`config.mk`:
```
export PLATFORM = sky130hd
export DESIGN_NAME = count_step_monitor
export DESIGN_NICKNAME = d
export VERILOG_FILES = /design/src/rtl/count_step_monitor.sv
export SDC_FILE = /design/constraint.sdc
export NUM_CORES = 1
export LEC_CHECK = 0
export CAP_MARGIN = 15
export CORE_ASPECT_RATIO = 1.4
export CORE_MARGIN = 8
export CORE_UTILIZATION = 45
export CTS_BUF_LIST = sky130_fd_sc_hd__clkbuf_8 sky130_fd_sc_hd__clkbuf_16
export DETAILED_ROUTE_END_ITERATION = 8
export GPL_ROUTABILITY_DRIVEN = 0
export PLACE_DENSITY = 0.73
export REMOVE_ABC_BUFFERS = 1
export SYNTH_ARGS = -nofsm -noshare
export SYNTH_HDL_FRONTEND = slang
export SYNTH_SLANG_ARGS = --single-unit
```
`constraint.sdc`:
```
create_clock -name clk -period 2.1 [get_ports clk]
set_clock_uncertainty 0.2 [all_clocks]
set_input_delay 0.63 -clock clk [delete_from_list [all_inputs] [get_ports clk]]
set_output_delay 0.63 -clock clk [all_outputs]
set_load 0.02 [all_outputs]
```
`src/rtl/count_step_monitor.sv`:
```
`default_nettype none
// ============================================================================
//  Module      : count_step_monitor
//  Description : Deglitches a 4-bit ripple up/down count with a stability
//                window, tracks accepted values and classifies each change
//                as +1 / -1 / illegal jump. Emits step, wrap, match and
//                direction-error pulses, a sticky jump error and saturating
//                up/down step tallies.
//  Revision    : 1.0  initial release
// ============================================================================
module count_step_monitor #(
    parameter int STABLE_CYCLES = 2,
    parameter int TALLY_W       = 8
) (
    input  logic               clk,
    input  logic               reset,
    input  logic [3:0]         count_in,
    input  logic               dir_up,
    input  logic [3:0]         cmp_val,
    input  logic               clr_err,
    output logic [3:0]         count_q,
    output logic               valid,
    output logic               step_up,
    output logic               step_down,
    output logic               wrap,
    output logic               match,
    output logic               dir_err,
    output logic               jump_err,
    output logic [TALLY_W-1:0] up_tally,
    output logic [TALLY_W-1:0] down_tally
);

    // Stability counter only needs to reach STABLE_CYCLES, then it saturates.
    localparam int                  c_STAB_W    = $clog2(STABLE_CYCLES + 1);
    localparam logic [c_STAB_W-1:0] c_STAB_MAX  = c_STAB_W'(STABLE_CYCLES);
    localparam logic [TALLY_W-1:0]  c_TALLY_MAX = {TALLY_W{1'b1}};

    // IDLE: nothing accepted since reset; TRACK: count_q holds a real value.
    localparam logic [0:0] c_IDLE  = 1'b0;
    localparam logic [0:0] c_TRACK = 1'b1;

    logic [0:0]          r_state;
    logic [0:0]          w_state_nxt;
    logic [3:0]          r_cand;
    logic [c_STAB_W-1:0] r_stab_cnt;

    logic                w_stable;
    logic                w_accept;
    logic [3:0]          w_diff;
    logic                w_is_up;
    logic                w_is_down;
    logic                w_is_jump;
    logic                w_wrap;
    logic                w_dir_err;

    // Candidate filter: restart the window on any change, otherwise count up to the window length.
    always_ff @(posedge clk or posedge reset) begin
        if (reset) begin
            r_cand     <= 4'd0;
            r_stab_cnt <= '0;
        end else if (count_in != r_cand) begin
            r_cand     <= count_in;
            r_stab_cnt <= c_STAB_W'(1);
        end else if (r_stab_cnt != c_STAB_MAX) begin
            r_stab_cnt <= r_stab_cnt + c_STAB_W'(1);
        end
    end

    // FSM state register.
    always_ff @(posedge clk or posedge reset) begin
        if (reset) begin
            r_state <= c_IDLE;
        end else begin
            r_state <= w_state_nxt;
        end
    end

    // FSM next state: the first accepted value moves us to TRACK for good.
    always_comb begin
        w_state_nxt = r_state;
        if (r_state == c_IDLE && w_accept) begin
            w_state_nxt = c_TRACK;
        end
    end

    // FSM outputs: acceptance decision and classification of the accepted change.
    always_comb begin
        w_stable  = (r_stab_cnt == c_STAB_MAX);
        w_accept  = w_stable && ((r_state == c_IDLE) || (r_cand != count_q));
        w_diff    = r_cand - count_q;
        w_is_up   = 1'b0;
        w_is_down = 1'b0;
        w_is_jump = 1'b0;
        w_wrap    = 1'b0;
        w_dir_err = 1'b0;
        if (w_accept && r_state == c_TRACK) begin
            if (w_diff == 4'd1) begin
                w_is_up   = 1'b1;
                w_wrap    = (count_q == 4'd15);
                w_dir_err = !dir_up;
            end else if (w_diff == 4'd15) begin
                w_is_down = 1'b1;
                w_wrap    = (count_q == 4'd0);
                w_dir_err = dir_up;
            end else begin
                w_is_jump = 1'b1;
            end
        end
    end

    // Accepted value, valid flag and single-cycle event pulses.
    always_ff @(posedge clk or posedge reset) begin
        if (reset) begin
            count_q   <= 4'd0;
            valid     <= 1'b0;
            step_up   <= 1'b0;
            step_down <= 1'b0;
            wrap      <= 1'b0;
            match     <= 1'b0;
            dir_err   <= 1'b0;
        end else begin
            step_up   <= w_is_up;
            step_down <= w_is_down;
            wrap      <= w_wrap;
            dir_err   <= w_dir_err;
            match     <= w_accept && (r_cand == cmp_val);
            if (w_accept) begin
                count_q <= r_cand;
                valid   <= 1'b1;
            end
        end
    end

    // Sticky jump error; a new jump wins over a simultaneous clear.
    always_ff @(posedge clk or posedge reset) begin
        if (reset) begin
            jump_err <= 1'b0;
        end else if (w_is_jump) begin
            jump_err <= 1'b1;
        end else if (clr_err) begin
            jump_err <= 1'b0;
        end
    end

    // Saturating step tallies.
    always_ff @(posedge clk or posedge reset) begin
        if (reset) begin
            up_tally   <= '0;
            down_tally <= '0;
        end else begin
            if (w_is_up && up_tally != c_TALLY_MAX) begin
                up_tally <= up_tally + TALLY_W'(1);
            end
            if (w_is_down && down_tally != c_TALLY_MAX) begin
                down_tally <= down_tally + TALLY_W'(1);
            end
        end
    end

endmodule
`default_nettype wire

```
==> results_dict.tcl <==
set metrics [dict create \
    firstDrtPassIters 2 \
    route.detailed.drc 0 \
    numCtsBuffers 5 \
    syn_area_um2 1750 \
    yosys_warnings 0 \
    grt_usage_pct 13.2 \
    coreArea_um2 3820 \
    dp_worst_setup_slack_ps -172 \
    die_w_um 68.7 \
    crit_slowest_cell "dfrtp_1" \
    synth_top_area_cell "dfrtp_1" \
    synthArstFlopShare_pct 100 \
    finalWorstSetupSlack_ps -132 \
    p_leak_nw 1.15 \
    period_share_pct 106 \
    cp_cell_sequence "inv_1 > ha_2 > inv_2 > fa_2 > xor2_2 > nor3_2 > o21a_4 > nand2_2 > mux2_2" \
    p_total_mw 1.51 \
    cts.sinks 34 \
    die_y_um 89.7 \
    setup_viol 17 \
    routed_wl_um 3750 \
    gr-total-overflow 0 \
    synth_edf_count 0 \
    initialDrtViolationCount 32 \
    ys_seq_area_share_pct 48.7 \
    critPathRequiredTime_ps 2070 \
    startpoint_type "flip-flop" \
    fin_nets 227 \
    cts_buffer_depth 2 \
    status "finished, violations left" \
    hold_viol_final 0 \
    synth_top_flop_cell "dfrtp_1" \
    violations "negative setup slack" \
    cp.arrival_ps 2200 \
    max_slew_margin_pct 73.9 \
    max_freq_mhz 448 \
    grt_pass1_vias 1482 \
    crit_family "adder cells" \
    ys_ff_latch 34 \
    grt_max_degree 35 \
    via_per_inst 5.21 \
    synthDominantCellAreaShare_pct 48.7 \
    num_antenna_cells 0 \
    drive_gt1_share_pct 27.3 \
    ios 39 \
    cts-root-buf "clkbuf_8" \
    cp-end-kind "flip-flop" \
    grt_pass1_wl_um 6450 \
    initial_core_util_pct 45.8 \
    reg2reg_slack_ps -130 \
    htreeDepth 2 \
    post-cts-setup-buffers 0 \
    crit_path_max_fanout 7 \
    slew_violations 0 \
    ys_types 38 \
    rsz0062_at_grt "yes" \
    cts_hold_buf 0 \
    antenna_found_initial 0 \
    max_slew.worst_pin.slew_ps 390 \
    port_buffers 38 \
    synth_area_leaders "dfrtp_1 49%, xnor2_1 9.5%, ha_1 4.3%" \
    vias 1314 \
    hold_class "reg -> reg" \
    avgSynthCellArea_um2 11.4 \
    critPathKind "reg -> reg" \
    ir_drop_uv 507 \
    row_count 27 \
    clkLatencyLatePin_ps 290 \
    ant_nets 0 \
    period_minus_slack_ps 2230 \
    clk_pin_slew_ps 70 \
    syn2layout_area_growth_pct 38.9 \
    cts_tree "done" \
    max_cap_viol_count 0 \
    dp_hpwl_um 2940 \
    netlist_instances 154 \
    wl_per_cell_um 14.9 \
    power.density_nw_per_um2 623 \
    max_stage_delay_ps 370 \
    critPathBufInv 2 \
    design.die.area_um2 6160 \
]
[layout by cell type (no fill, tap or decap), types with 2 or more instances in the layout]
master | netlist | final
nand2b_1 | 2 | 2
inv_2 | 0 | 2
a21oi_1 | 7 | 3
nand3b_1 | 2 | 2
nand4_1 | 7 | 7
dlygate4sd2_1 | 0 | 20
nor2_1 | 9 | 8
inv_1 | 9 | 8
dfrtp_1 | 34 | 34
nor3_4 | 2 | 2
nand3_1 | 8 | 7
dlymetal6s2s_1 | 0 | 2
nand2_2 | 2 | 2
clkbuf_8 | 1 | 6
ha_1 | 6 | 4
xor2_2 | 1 | 2
nor3_2 | 1 | 2
and3_1 | 4 | 4
a41oi_2 | 0 | 2
a21oi_2 | 0 | 4
xnor2_1 | 19 | 19
mux2_2 | 5 | 5
nand2_1 | 8 | 8
buf_4 | 1 | 13
clkdlybuf4s50_1 | 0 | 16
buf_6 | 1 | 3
[flip-flops by register name (all words and copies together), names as in the netlist]
signal,flops
r_stab_cnt,2
down_tally,8
step_down,1
wrap,1
r_cand,4
dir_err,1
r_state,1
count_q,4
jump_err,1
match,1
step_up,1
up_tally,8
valid,1
[layer usage]
metal	wire, um	global-route usage (%)	share of wire [%]	vias up
met3	233	4.84	6.2	3
li1	-	-	-	630
met1	1350	12.7	36	653
met5	0	0	0	-
met2	2120	24.0	57	28
met4	38	4.29	1.0	0
[area by class of cell]
class                   count  area (um^2)
clock buffers               6         82.6
flip-flops and latches     34          851
inverters                   9         33.8
clock inverters             2         8.76
well taps                  43         53.8
repair buffers             55          512
multi-input cells         103          887
fillers                   312         1390
[path summary, 6_finish.rpt]
kind / startpoint / endpoint / depth (start not counted)
worst min-delay path: valid / valid / 1
max in group asynchronous: reset / down_tally[0] / 3
min in group asynchronous: reset / r_cand[3] / 3
worst max-delay path: r_cand[0] / up_tally[1] / 9
worst max register to register: r_cand[0] / up_tally[1] / 9
worst min register to register: valid / valid / 1
[where the power goes]
group	switching, mW	internal (mW)
combinational	0.164	0.155
clock	0.230	0.259
sequential	0.0230	0.681
total	0.417	1.10
[stage by stage]
step / std cells / area [um^2] / hold slack, ps / utilization [%] / TNS (ps)
3_5_place_dp: 244 / 2270 / 251 / 59.5 / -2310
2_1_floorplan: 146 / 1700 / 283 / - / -2310
6_report: 252 / 2430 / 263 / 63.6 / -1250
5_1_grt: 252 / 2430 / 305 / 63.6 / -3820
3_3_place_gp: 244 / 2270 / 249 / 59.5 / -423
4_1_cts: 252 / 2360 / 272 / 61.9 / -1930
[synth_stat cells (all sizes together), types with 2 or more instances]
cell type	instances
buf	3
and3	5
a41oi	4
a21oi	7
nor2	10
nand3b	2
xor2	3
clkbuf	5
nand3	8
inv	9
nor3	5
nand2	10
mux2	6
nand4	7
nand2b	2
dfrtp	34
ha	6
xnor2	19
[cells by family after synthesis]
kind of cell	after synthesis	share of synthesized area, %
and+or+nand+nor	53	17.7
DFF	34	48.7
xor gates and xnor gates	22	11.5
buffers and inverters	17	4.94
AOI/OAI and AO/OA	14	7.16
muxes	7	4.65
adders and majority gates	7	5.44
[what timing repair did]
item | 4_1_cts | 5_1_grt
gates cloned | 0 | 0
resized for setup | 25 | 17
endpoints found under the setup margin | 41 | 26
pin swaps | 3 | 5
Power figures use the tool's default switching activity.
==> variant (config.mk and constraints unchanged) <==
`STABLE_CYCLES`: 2 -> 4.
--- a/src/rtl/count_step_monitor.sv
+++ b/src/rtl/count_step_monitor.sv
@@ -9,7 +9,7 @@
 //  Revision    : 1.0  initial release
 // ============================================================================
 module count_step_monitor #(
-    parameter int STABLE_CYCLES = 2,
+    parameter int STABLE_CYCLES = 4,
     parameter int TALLY_W       = 8
 ) (
     input  logic               clk,
Function: changed (a bounded check fails within 4 cycles, from zero or initial values and one cycle with reset high).
==> variant against the unedited design <==
- highest routed layer unchanged
- synthesized area is 1.4% higher
- the flow still finishes with violations (setup timing)
- final area up 7.0%
- sequential cell count up 1
- routed wire length is 16% higher
- worst setup slack worse by 120 ps
- critical path depth down 1
Power is not compared: it rests on default switching activity, and its combinational part moved more than twofold at a synthesized area within 25%.
==> variant: results (changes against the unedited design) <==
Outcome
  – Run status: finished with violations
  – Failing checks: setup timing

Pwr
  – VDD IR max: roughly 510 uV
  – LEAKAGE: ~0.0013 uW

Critical path
  – Slowest cell delay on critical path: 400 ps (+30 ps)
  – CP top delay family: adder cells
  – Crit path DAT: 2330 ps (+130 ps)
  – Crit path kind: register to register
  – Slowest-stage cell, CP: a2111oi_4
  – Max FO, Critical Path: 3 (-4)
  – Worst R2R Start: r_cand[0]

Global route
  – Total GRT Usage: 0.1414 (+0.009519)
  – First-pass GRT wire length: 7.334 mm (+14%)
  – Largest net degree at the start of global routing: 36 (+2.9%)
  – Vias in the first global route: 1546 (+4.3%)
  – Initial antenna violation count: 0 (unchanged)

Clock network
  – H-tree levels: 2 (unchanged)
  – Worst skew pair latency: 290 ps (about the same)
  – Clock buffer depth: 2 (unchanged)
  – Reg clk slew, reported paths: 70 ps (about the same)
  – CTS root buf: clkbuf_8
  – Clock buffer count from CTS: 5 (unchanged)

Synth
  – Synth cell count leaders: 35 x dfrtp_1, 17 x xnor2_1, 11 x nand2_1
  – Most used DFF post-synth: dfrtp_1
  – Yosys warns: 0 (unchanged)
  – Synth unique cells: 40 (+5.3%)
  – Ys async rst share: 1.000 (unchanged)
  – Register area share after synthesis: 0.4940 (+0.007244)
  – Main area contributors after synthesis: dfrtp_1 49%, xnor2_1 8.4%, ha_1 4.9%

Placed design
  – Placed cell area: 2361 um^2 (+4.0%)
  – Detailed placer's ending HPWL: 3.197 mm (+8.7%)
  – IO Port Bufs: 38 (unchanged)

Detailed routing
  – Wire length on met3: 194 um (-17%)
  – Met2 wire len: 2.409 mm (+14%)
  – 1st-iter DRT viols: 40 (+25%)
  – Met1 Wirelength: 1.649 mm (+22%)
  – Top routing layer used: met4
  – Router iterations before antenna repair: 4 (+2)
  – Wire per inst: 16.17 um (+8.8%)
  – Vias: 1424 (+8.4%)

Cells and area
  – Share of layout cells above drive strength 1: 0.3097 (+0.03701)
  – NumNets Final: 245 (+7.9%)
  – # diodes: 0 (unchanged)
  – Leading registers by flop count: down_tally x8, up_tally x8

Timing
  – Max-Slew Margin vs Limit: 0.7673 (+0.02818)
  – Final Worst Setup Slack: -252.3 ps (-120.3 ps)
  – Setup tns final: -3409 ps (-2157 ps)
  – Final setup vio count: 21 (+4)

Hold path
  – Worst hold start: valid
  – Hold WC Path Type: register to register
[variant: power by group]
part	internal (uW)	total, uW	switching [uW]
clock network	294	528	234
registers	682	690	7.37
logic	66.8	131	63.8
total	1040	1350	305
[variant: through the flow]
stage	setup WS (ps)	utilization	hold WS, ps	cells	power [uW]
after floorplan	-580.8	-	249.0	154	763.3
after global placement	-255.1	0.6131	251.0	258	818.0
after detailed placement	-333.0	0.6131	261.7	258	823.7
after CTS	-264.3	0.6517	281.9	269	1359
after global routing	-305.6	0.6748	297.1	269	1405
final	-252.3	0.6748	279.3	269	1349
[variant: cell type report]
| cell class | instances | area (um^2) |
|---|---|---|
| flip-flops and latches | 35 | 875.8 |
| clock buffers | 7 | 96.34 |
| well taps | 43 | 53.80 |
| fillers | 299 | 1252 |
| multi-input cells | 110 | 948.4 |
| inverters | 10 | 37.54 |
| repair buffers | 63 | 583.1 |
| clock inverters | 1 | 3.754 |
[variant: path summary, 6_finish.rpt]
check	endpoint	slack, ps	cells past startpoint
min in group asynchronous	up_tally[6]	490	3
max	up_tally[1]	-250	8
min	valid	280	1
min reg2reg	valid	280	1
max reg2reg	up_tally[1]	-250	8
max in group asynchronous	up_tally[1]	1030	3
[variant: repair_timing]
item / 4_1_cts / 5_1_grt
buffers inserted: 2 / 1
endpoints found under the setup margin: 41 / 23
cloned: 1 / 0
pin swaps: 3 / 10
gates resized for setup: 32 / 23
[variant: cell families (layout without fill, tap and decap cells)]
| family | after synthesis | in the layout | synth area share |
|---|---|---|---|
| muxes | 7 | 7 | 0.04516 |
| xor gates and xnor gates | 21 | 21 | 0.1080 |
| adders and majority gates | 8 | 8 | 0.06069 |
| buffers and inverters | 16 | 81 | 0.03881 |
| DFF | 35 | 35 | 0.4940 |
| AOI/OAI and AO/OA | 17 | 17 | 0.07198 |
| and+or+nand+nor | 56 | 57 | 0.1814 |
[variant: routing by layer]
| layer | up-vias | track usage |
|---|---|---|
| met4 | 0 | 0.05832 |
| met3 | 11 | 0.04400 |
| li1 | 685 | - |
| met5 | - | 0 |
| met1 | 693 | 0.1399 |
| met2 | 35 | 0.2614 |
